**src/rtl/bch_gf16_pkg.sv**
```systemverilog
// GF(16) arithmetic and shared types for the BCH(15,7,t=2) receive path.
// Field polynomial p(x) = x^4 + x + 1, elements held in polynomial basis.
package bch_gf16_pkg;

  localparam int         CW_LEN  = 15;
  localparam int         GF16_M  = 4;
  localparam logic [4:0] GF_PRIM = 5'b10011;

  typedef logic [GF16_M-1:0] gf16_t;

  typedef enum logic {
    FRM_IDLE,
    FRM_SHIFT
  } frame_state_e;

  typedef struct packed {
    logic [CW_LEN-1:0] cw;
    gf16_t             s1;
    gf16_t             s3;
    logic              resync;
  } rx_word_t;

  // alpha^i for i = 0..14, shared with the locator and Chien stages
  localparam gf16_t GF16_ALPHA_POW [CW_LEN] = '{
    4'h1, 4'h2, 4'h4, 4'h8, 4'h3, 4'h6, 4'hC, 4'hB,
    4'h5, 4'hA, 4'h7, 4'hE, 4'hF, 4'hD, 4'h9
  };

  function automatic gf16_t gf16_alpha_pow(input int unsigned i);
    return GF16_ALPHA_POW[i % CW_LEN];
  endfunction

  function automatic gf16_t gf16_mul_alpha(input gf16_t a);
    return {a[2:0], 1'b0} ^ (a[3] ? GF_PRIM[3:0] : 4'h0);
  endfunction

  function automatic gf16_t gf16_mul_alpha3(input gf16_t a);
    return gf16_mul_alpha(gf16_mul_alpha(gf16_mul_alpha(a)));
  endfunction

endpackage

```
**src/rtl/bch_serial_syndrome_rx_if.sv**
```systemverilog
// Bit-serial input stream and word/syndrome output handshake of the BCH receive front-end.
interface bch_serial_syndrome_rx_if;
  import bch_gf16_pkg::*;

  logic              in_bit;
  logic              in_valid;
  logic              in_sof;
  logic              in_ready;
  logic [CW_LEN-1:0] out_cw;
  gf16_t             out_s1;
  gf16_t             out_s3;
  logic              out_err;
  logic              out_resync;
  logic              out_valid;
  logic              out_ready;

  modport master (
    output in_bit, in_valid, in_sof, out_ready,
    input  in_ready, out_cw, out_s1, out_s3, out_err, out_resync, out_valid
  );

  modport slave (
    input  in_bit, in_valid, in_sof, out_ready,
    output in_ready, out_cw, out_s1, out_s3, out_err, out_resync, out_valid
  );

endinterface

```
**src/rtl/bch_syndrome_lfsr.sv**
```systemverilog
// One Horner syndrome accumulator: acc <- acc * alpha^POWER + bit, MSB first.
module bch_syndrome_lfsr
  import bch_gf16_pkg::*;
#(
  parameter int POWER = 1
) (
  input  logic  clk,
  input  logic  rst_n,
  input  logic  load_i,
  input  logic  step_i,
  input  logic  bit_i,
  output gf16_t syn_next_o
);

  gf16_t acc_q, acc_d, accMul;

  if (POWER == 3) begin : gPow3
    assign accMul = gf16_mul_alpha3(acc_q);
  end else begin : gPow1
    assign accMul = gf16_mul_alpha(acc_q);
  end

  // A load restarts the polynomial so nothing carries over from a previous frame
  always_comb begin
    acc_d = acc_q;
    if (load_i) begin
      acc_d = {3'b000, bit_i};
    end else if (step_i) begin
      acc_d = accMul ^ {3'b000, bit_i};
    end
  end

  always_ff @(posedge clk or negedge rst_n) begin
    if (!rst_n) begin
      acc_q <= '0;
    end else begin
      acc_q <= acc_d;
    end
  end

  assign syn_next_o = acc_d;

endmodule

```
**src/rtl/bch_serial_syndrome_rx.sv**
```systemverilog
// BCH(15,7) serial receive front-end: frames 15 bits MSB-first, computes S1/S3 on the fly
// and hands each word downstream through a one-deep valid/ready output register.
module bch_serial_syndrome_rx #(
  parameter int CW_LEN = 15,
  parameter int GF_M   = 4
) (
  input logic                     clk,
  input logic                     rst_n,
  bch_serial_syndrome_rx_if.slave bus
);
  import bch_gf16_pkg::*;

  localparam int               CNT_W    = $clog2(CW_LEN);
  localparam logic [CNT_W-1:0] LAST_CNT = CNT_W'(CW_LEN - 1);

  frame_state_e      state_q, state_d;
  logic [CNT_W-1:0]  bitCnt_q, bitCnt_d;
  logic [CW_LEN-1:0] sr_q, sr_d;
  logic              resync_q, resync_d;
  rx_word_t          outWord_q, outWord_d;
  logic              outValid_q, outValid_d;

  logic              inReady;
  logic              accept;
  logic              frameStart;
  logic              frameDone;
  logic [GF_M-1:0]   s1Next;
  logic [GF_M-1:0]   s3Next;

  // Only the completing bit can stall: it needs the output register to be free
  assign inReady    = !(bitCnt_q == LAST_CNT && outValid_q && !bus.out_ready);
  assign accept     = bus.in_valid && inReady;
  assign frameStart = accept && (state_q == FRM_IDLE || bus.in_sof);
  assign frameDone  = accept && !frameStart && (bitCnt_q == LAST_CNT);

  bch_syndrome_lfsr #(.POWER(1)) u_s1 (
    .clk        (clk),
    .rst_n      (rst_n),
    .load_i     (frameStart),
    .step_i     (accept && !frameStart),
    .bit_i      (bus.in_bit),
    .syn_next_o (s1Next)
  );

  bch_syndrome_lfsr #(.POWER(3)) u_s3 (
    .clk        (clk),
    .rst_n      (rst_n),
    .load_i     (frameStart),
    .step_i     (accept && !frameStart),
    .bit_i      (bus.in_bit),
    .syn_next_o (s3Next)
  );

  always_comb begin
    state_d    = state_q;
    bitCnt_d   = bitCnt_q;
    sr_d       = sr_q;
    resync_d   = resync_q;
    outWord_d  = outWord_q;
    outValid_d = outValid_q;

    if (outValid_q && bus.out_ready) begin
      outValid_d = 1'b0;
    end

    if (frameStart) begin
      state_d  = FRM_SHIFT;
      bitCnt_d = CNT_W'(1);
      sr_d     = CW_LEN'(bus.in_bit);
      if (state_q == FRM_SHIFT) begin
        resync_d = 1'b1;
      end
    end else if (accept) begin
      sr_d = {sr_q[CW_LEN-2:0], bus.in_bit};
      if (frameDone) begin
        // A completion overrides a same-cycle consume, so out_valid stays high
        state_d    = FRM_IDLE;
        bitCnt_d   = '0;
        resync_d   = 1'b0;
        outValid_d = 1'b1;
        outWord_d  = '{cw: sr_d, s1: s1Next, s3: s3Next, resync: resync_q};
      end else begin
        bitCnt_d = bitCnt_q + 1'b1;
      end
    end
  end

  always_ff @(posedge clk or negedge rst_n) begin
    if (!rst_n) begin
      state_q    <= FRM_IDLE;
      bitCnt_q   <= '0;
      sr_q       <= '0;
      resync_q   <= 1'b0;
      outWord_q  <= '0;
      outValid_q <= 1'b0;
    end else begin
      state_q    <= state_d;
      bitCnt_q   <= bitCnt_d;
      sr_q       <= sr_d;
      resync_q   <= resync_d;
      outWord_q  <= outWord_d;
      outValid_q <= outValid_d;
    end
  end

  assign bus.in_ready   = inReady;
  assign bus.out_cw     = outWord_q.cw;
  assign bus.out_s1     = outWord_q.s1;
  assign bus.out_s3     = outWord_q.s3;
  assign bus.out_err    = (|outWord_q.s1) || (|outWord_q.s3);
  assign bus.out_resync = outWord_q.resync;
  assign bus.out_valid  = outValid_q;

endmodule

```
**src/flat_wrapper.sv**
```systemverilog
// flat-port wrapper written by rule: the top's interface ports become plain ports
module bch_serial_syndrome_rx_flat import bch_gf16_pkg::*;
#(
  parameter int CW_LEN = 15,
  parameter int GF_M   = 4
)
  (clk, rst_n, bus_in_bit, bus_in_valid, bus_in_sof, bus_out_ready, bus_in_ready, bus_out_cw, bus_out_s1, bus_out_s3, bus_out_err, bus_out_resync, bus_out_valid);
  bch_serial_syndrome_rx_if bus_i ();
  input logic clk;
  input logic rst_n;
  input wire logic [$bits(bus_i.in_bit)-1:0] bus_in_bit;
  input wire logic [$bits(bus_i.in_valid)-1:0] bus_in_valid;
  input wire logic [$bits(bus_i.in_sof)-1:0] bus_in_sof;
  input wire logic [$bits(bus_i.out_ready)-1:0] bus_out_ready;
  output wire logic [$bits(bus_i.in_ready)-1:0] bus_in_ready;
  output wire logic [$bits(bus_i.out_cw)-1:0] bus_out_cw;
  output wire logic [$bits(bus_i.out_s1)-1:0] bus_out_s1;
  output wire logic [$bits(bus_i.out_s3)-1:0] bus_out_s3;
  output wire logic [$bits(bus_i.out_err)-1:0] bus_out_err;
  output wire logic [$bits(bus_i.out_resync)-1:0] bus_out_resync;
  output wire logic [$bits(bus_i.out_valid)-1:0] bus_out_valid;
  assign bus_i.in_bit = bus_in_bit;
  assign bus_i.in_valid = bus_in_valid;
  assign bus_i.in_sof = bus_in_sof;
  assign bus_i.out_ready = bus_out_ready;
  assign bus_in_ready = bus_i.in_ready;
  assign bus_out_cw = bus_i.out_cw;
  assign bus_out_s1 = bus_i.out_s1;
  assign bus_out_s3 = bus_i.out_s3;
  assign bus_out_err = bus_i.out_err;
  assign bus_out_resync = bus_i.out_resync;
  assign bus_out_valid = bus_i.out_valid;
  bch_serial_syndrome_rx #(.CW_LEN(CW_LEN), .GF_M(GF_M)) u_core (.clk(clk), .rst_n(rst_n), .bus(bus_i));
endmodule
```
**config.mk**
```make
export PLATFORM = sky130hd
export DESIGN_NAME = bch_serial_syndrome_rx_flat
export DESIGN_NICKNAME = d
export VERILOG_FILES = /design/src/rtl/bch_gf16_pkg.sv /design/src/rtl/bch_serial_syndrome_rx_if.sv /design/src/rtl/bch_syndrome_lfsr.sv /design/src/rtl/bch_serial_syndrome_rx.sv /design/src/flat_wrapper.sv
export SDC_FILE = /design/constraint.sdc
export NUM_CORES = 1
export LEC_CHECK = 0
export ABC_AREA = 1
export CORE_UTILIZATION = 44
export CTS_CLUSTER_DIAMETER = 40
export DETAILED_ROUTE_END_ITERATION = 10
export HOLD_SLACK_MARGIN = 0.1
export PLACE_DENSITY = 0.71
export REMOVE_ABC_BUFFERS = 1
export SLEW_MARGIN = 10
export SYNTH_ARGS = -nofsm -noshare
export SYNTH_HDL_FRONTEND = slang
export SYNTH_SLANG_ARGS = --single-unit
export TNS_END_PERCENT = 10
```
**constraint.sdc**
```tcl
create_clock -name clk -period 1.6 [get_ports clk]
set_clock_uncertainty 0.15 [all_clocks]
set_input_delay 0.48 -clock clk [delete_from_list [all_inputs] [get_ports clk]]
set_output_delay 0.48 -clock clk [all_outputs]
set_load 0.01 [all_outputs]
```
==> results.toml, run 1 <==
[outcome]
status = "finished, violations left"
failed_checks = "negative setup slack"

[detailed_routing]
drt_iter0_drc = 132
dr.pass1.iters = 4
drcViolationCount = 0
vias = 1716
drtAntennaViolNets = 0
drt_wl_total_um = 4185
route.detailed.wl_per_inst_um = 11.59
routed_via_density = 4.753

[placed_design]
numPortBuffers = 32
gp_congestion = 0.8221
dp_hpwl_um = 2892
place_area_sq_um = 2775
dp_cells = 350

[timing]
setup_viol = 52
rsz0062_at_grt = "true"
setup_tns_ns = -4.852
finalHoldViolCount = 0
drv_slew = 0
fin_crit_ns = 1.879
fmax_mhz = 532.2
postLayoutSetupSlackWorst_ns = -0.2791
tightestPinTransition_ns = 0.2661
post-route-period-util = 1.174
slew_headroom = 0.8219

[power_and_ir_drop]
p_int_uw = 2030
p_leak_uw = 0.001488
seq_power_share = 0.543
switching_share = 0.2347
peakVddDrop_v = 0.0004767
powerDensity_nw_per_um2 = 887.3
switchingPower_uw = 622.5
clockPowerShare = 0.348
comb_power_share = 0.109

[cells_and_area]
synthToLayoutAreaGrowth_pct = 35.43
n_antenna_cell = 0
drive_above_1_share = 0.2381
fin_util = 0.6246
nets = 301
fin_cells = 361
final_area_sq_um = 2989
fillers = 398

[die]
boundaryPins = 33
die_w_um = 72.83
rows = 25
core_sq_um = 4786
start_util = 0.4612
fp.dieArea_sq_um = 5303
die_h_um = 72.83

[global_route]
grt_usage = 0.1818
overflow = 0
grt_pass1_vias = 1639
antenna_found_initial = 0
grt_pass1_wl_um = 7320
grt_max_degree = 54

[clock_tree]
clockRootBuffer = "clkbuf_8"
clock_latency_ns = 0.30
cts_buffers = 5
clockBufferDepth = 2
htree_levels = 2
cts.sinks = 53
cts.clk_slew.worst_paths_ns = 0.09
cts_tree = "yes"

[synth]
ys_seq_area_frac = 0.6009
synthCells = 230
synth_area_leader_cell = "dfrtp_1"
synth_top_area_share = 0.6009
ys_top_cells_by_area = "dfrtp_1, nand2_1, o21ai_0"
ys.flop_type = "dfrtp_1"
syn_area_sq_um = 2207
synth.ff_latch_count = 53
yosysMostFrequentCell = "nand2_1"
synth_common_cells = "nand2_1, dfrtp_1, inv_1"
synth_edf_count = 0
syn_area_per_cell_sq_um = 9.596
async_flop_share = 1.000
yosys_warnings = 0
synth.distinct_cells = 24

[critical_path]
max_stage_delay_ns = 0.38
crit_type = "register to output pin"
cp.depth = 6
critPathArrivalTime_ns = 1.25
cp_num_buf_inv = 2
worstPathCellList = "inv_1 > ha_2 > nand2_2 > nor2_4 > nand2_4 > buf_6"
worst-r2r-cell-count = 10
cp_top_family = "flip-flops"
cp-end-kind = "output pin"
critPathMaxFanout = 2
cp-start-kind = "register"
cp.required_ns = 0.97
cp_slowest_cell = "dfrtp_1"

[min_path]
hold_depth = 2
hold_class = "register to register"

[flow_run]
cap_violations = 0
[worst reg2reg max path: cells and delay by family, from the launching register on]
kind	cells	cell delay (ns)
and+or+nand+nor	6	0.56
adders and majority gates	1	0.17
DFF	1	0.38
buffers and inverters	3	0.44
[registers in the layout, summed over array words and instances, names as in the netlist]
signal	flops
u_core.bitCnt_q	4
u_core.bus.out_cw	15
u_core.bus.out_resync	1
u_core.bus.out_s1	4
u_core.bus.out_s3	4
u_core.bus.out_valid	1
u_core.resync_q	1
u_core.sr_q	14
u_core.state_q	1
u_core.u_s1.acc_q	4
u_core.u_s3.acc_q	4
[power by group through the flow]
stage	Clock [uW]	Sequential, uW	Combinational (uW)
2_1_floorplan	0	1460	144
3_3_place_gp	0	1460	269
3_5_place_dp	0	1460	277
4_1_cts	944	1440	282
5_1_grt	1000	1450	333
6_report	923	1440	288
[final timing paths]
| check | from | slack [ns] | end |
|---|---|---|---|
| max | u_core.bitCnt_q[0]$_DFFE_PN0P_ | -0.28 | bus_in_ready |
| min | u_core.bus.out_cw[11]$_DFFE_PN0P_ | 0.34 | u_core.bus.out_cw[11]$_DFFE_PN0P_ |
| max reg2reg | u_core.bitCnt_q[0]$_DFFE_PN0P_ | -0.20 | u_core.bus.out_s3[1]$_DFFE_PN0P_ |
| min in group asynchronous | rst_n | 0.54 | u_core.bus.out_cw[5]$_DFFE_PN0P_ |
| max in group asynchronous | rst_n | 0.53 | u_core.bitCnt_q[0]$_DFFE_PN0P_ |
| min reg2reg | u_core.bus.out_cw[11]$_DFFE_PN0P_ | 0.34 | u_core.bus.out_cw[11]$_DFFE_PN0P_ |
[logic make-up (layout without fill, tap and decap cells)]
group                      count (synthesis)  after routing  share of synthesized area
AOI/OAI and AO/OA                         37             37                    0.09297
xor gates and xnor gates                   3              3                    0.01191
adders and majority gates                  2              2                    0.01134
buffers and inverters                     37            101                    0.07823
DFF                                       53             53                     0.6009
and+or+nand+nor                           98             98                     0.2046
[through the flow]
step | setup slack [ns] | hold WS (ns) | total power, uW
after floorplan | -0.5688 | 0.03441 | 1604
after global placement | -0.7182 | 0.3148 | 1731
after detailed placement | -0.7134 | 0.3226 | 1740
after CTS | -0.3236 | 0.3404 | 2665
after global routing | -0.3543 | 0.3662 | 2779
final | -0.2791 | 0.3359 | 2652
[metal layers]
layer | up-vias | global-route usage | part of all wire
met5 | - | 0 | 0
met4 | 0 | 0.05882 | 0.014
met3 | 8 | 0.04282 | 0.037
met2 | 31 | 0.2897 | 0.49
met1 | 814 | 0.2468 | 0.46
li1 | 863 | - | -
[cell usage in the layout, fill, tap and decap left out, types with 6 or more instances in the layout]
| cell type | n |
|---|---|
| o21ai_0 | 19 |
| dfrtp_1 | 53 |
| clkdlybuf4s15_1 | 16 |
| inv_1 | 25 |
| clkbuf_8 | 6 |
| buf_4 | 23 |
| o22ai_1 | 13 |
| nand2_1 | 67 |
| nand3_1 | 10 |
| buf_6 | 15 |
[area by class of cell]
type	count	area, sq um	share of cell area
clock inverter	1	30.03	0.01005
clock buffer	7	86.33	0.02888
sequential	53	1326	0.4437
multi-input combinational	140	749.5	0.2507
tap	67	83.83	0.02805
inverter	29	120.1	0.04018
timing repair inverter	1	7.507	0.002512
timing repair buffer	63	585.6	0.1959
[what timing repair did]
action                                  CTS  global route
cloned                                    0             1
hold buffers                              1             0
setup buffers                             1             0
endpoints found under the setup margin   80            67
pin swaps                                 4             2
endpoints found under the hold margin    53             0
resized for setup                        82            25
Power figures use the tool's default switching activity.
==> inputs of run 2 (changes only) <==
Settings changed: CORE_MARGIN set to 1.5, CTS_CLUSTER_SIZE set to 30.
==> results.toml, run 2 (synthesis results as in run 1) <==
[detailed_routing]
wl_met2_um = 2147
dr.pass1.iters = 4
wl_met1_um = 2025
routed_via_density = 4.769
drt_wl_total_um = 4384
drcViolationCount = 0
vias = 1731
route.detailed.wl_per_inst_um = 12.08
routed.top_layer = "met4"
wl_met3_um = 147
drtAntennaViolNets = 0
drt_iter0_drc = 93

[placed_design]
dp_hpwl_um = 2936
dp_cells = 348
gp_congestion = 0.8418
place_area_sq_um = 2773
numPortBuffers = 32

[timing]
drv_slew = 0
slew_headroom = 0.8112
post-route-period-util = 1.191
rsz0062_at_grt = "true"
fin_crit_ns = 1.905
setup_viol = 51
postLayoutSetupSlackWorst_ns = -0.3049
timing.hold.ws_ns = 0.3374
tightestPinTransition_ns = 0.2829
finalHoldViolCount = 0
fmax_mhz = 525.0

[cells_and_area]
regArea_sq_um = 1326
synthToLayoutAreaGrowth_pct = 37.47
n_antenna_cell = 0
drive_above_1_share = 0.2770
final_area_sq_um = 3034
fillers = 364
fin_util = 0.6340
nets = 303
largest_reg_flops = 15
fin_cells = 363
final_common_cell = "nand2_1"
final_cell_mix = "nand2_1, dfrtp_1, inv_1, buf_4, buf_6"
multi_input_area_sq_um = 795.8

[global_route]
grt_pass1_vias = 1711
antenna_found_initial = 0
overflow = 0
grt_pass1_wl_um = 7486
grt_usage = 0.1798
grt_max_degree = 45

[critical_path]
max_stage_delay_ns = 0.38
cp_slowest_cell = "dfrtp_1"
worstPathCellList = "inv_1 > ha_2 > nand2_2 > nor2_4 > nand2_4 > buf_2"
cp-start-kind = "register"
crit-reg2reg-launch = "u_core.bitCnt_q[0]$_DFFE_PN0P_"
cp-end-kind = "output pin"
critPathMaxFanout = 2
worst-r2r-cell-count = 10
ff2ff_setup_slack_ns = -0.12
crit_type = "register to output pin"
cp.required_ns = 0.97
critPathArrivalTime_ns = 1.27
startpoint = "u_core.bitCnt_q[0]$_DFFE_PN0P_"

[power_and_ir_drop]
p_int_uw = 1843
powerDensity_nw_per_um2 = 825.6
p_leak_uw = 0.001506
peakVddDrop_v = 0.0005416
comb_power_share = 0.126
seq_power_share = 0.576
clockPowerShare = 0.298
switchingPower_uw = 661.8
switching_share = 0.2642

[die]
die_h_um = 73.83
fp.dieArea_sq_um = 5450
rows = 25
die_w_um = 73.83
boundaryPins = 33
start_util = 0.4612
core_sq_um = 4786

[clock_tree]
cts_buffers = 5
clockBufferDepth = 2
cts.clk_slew.worst_paths_ns = 0.09
cts.sinks = 53
cts_tree = "yes"
clockRootBuffer = "clkbuf_8"
clock_latency_ns = 0.31
htree_levels = 2

[min_path]
hold_depth = 2
hp-start = "u_core.bus.out_cw[9]$_DFFE_PN0P_"
hold_class = "register to register"

[flow_run]
cap_violations = 0

[outcome]
status = "finished, violations left"
failed_checks = "negative setup slack"
-- run 2: metal layers --
metal  vias up  GRT usage
li1        866          -
met1       826     0.2358
met2        32     0.2893
met3         7    0.03841
met4         0    0.07407
met5         -          0
-- run 2: power groups by stage --
stage	clock, uW	combinational (uW)	sequential, uW
floorplan	0	144	1460
global placement	0	268	1460
detailed placement	0	277	1460
CTS	777	287	1440
global route	826	359	1450
finish	747	316	1440
-- run 2: critical path: cells and delay by family (launching register included) --
kind,cells,cell delay (ns)
flops,1,0.38
buf+inv,2,0.20
simple gates,3,0.22
fa+ha+maj,1,0.16
-- run 2: final cells by class --
type / instances / share of cell area
Clock inverter: 3 / 0.007010
Multi-Input combinational cell: 140 / 0.2623
Timing Repair inverter: 1 / 0.002474
Sequential cell: 53 / 0.4371
Clock buffer: 5 / 0.02268
Inverter: 29 / 0.04041
Timing Repair Buffer: 65 / 0.2004
Tap cell: 67 / 0.02763
-- run 2: per-stage QoR --
stage	worst slack [ns]	setup TNS (ns)	total power (uW)
after floorplan	-0.5688	-11.16	1604
after global placement	-0.7185	-25.61	1730
after detailed placement	-0.7143	-25.52	1740
after CTS	-0.2985	-4.369	2503
after global routing	-0.3671	-8.678	2633
final	-0.3049	-3.663	2505
-- run 2: path summary, 6_finish.rpt --
path / to
max: bus_in_ready
min: u_core.bus.out_cw[9]$_DFFE_PN0P_
max reg2reg: u_core.bus.out_s1[0]$_DFFE_PN0P_
min reg2reg: u_core.bus.out_cw[9]$_DFFE_PN0P_
max in group asynchronous: u_core.u_s3.acc_q[3]$_DFF_PN0_
min in group asynchronous: u_core.bus.out_cw[6]$_DFFE_PN0P_
-- run 2: repair_timing --
| item | in CTS | in global routing |
|---|---|---|
| pin swaps | 2 | 5 |
| buffers inserted | 3 | 2 |
| gates resized for setup | 93 | 30 |
| hold endpoints to repair | 9 | 0 |
| setup endpoints to repair | 79 | 66 |
| hold buffers | 1 | 0 |
| gates cloned | 0 | 1 |
==> inputs of run 3 (changes only) <==
Settings changed: CAP_MARGIN set to 10.
==> results of run 3 <==
Same layout as run 2: the final DEF is identical, and so are final timing and power.
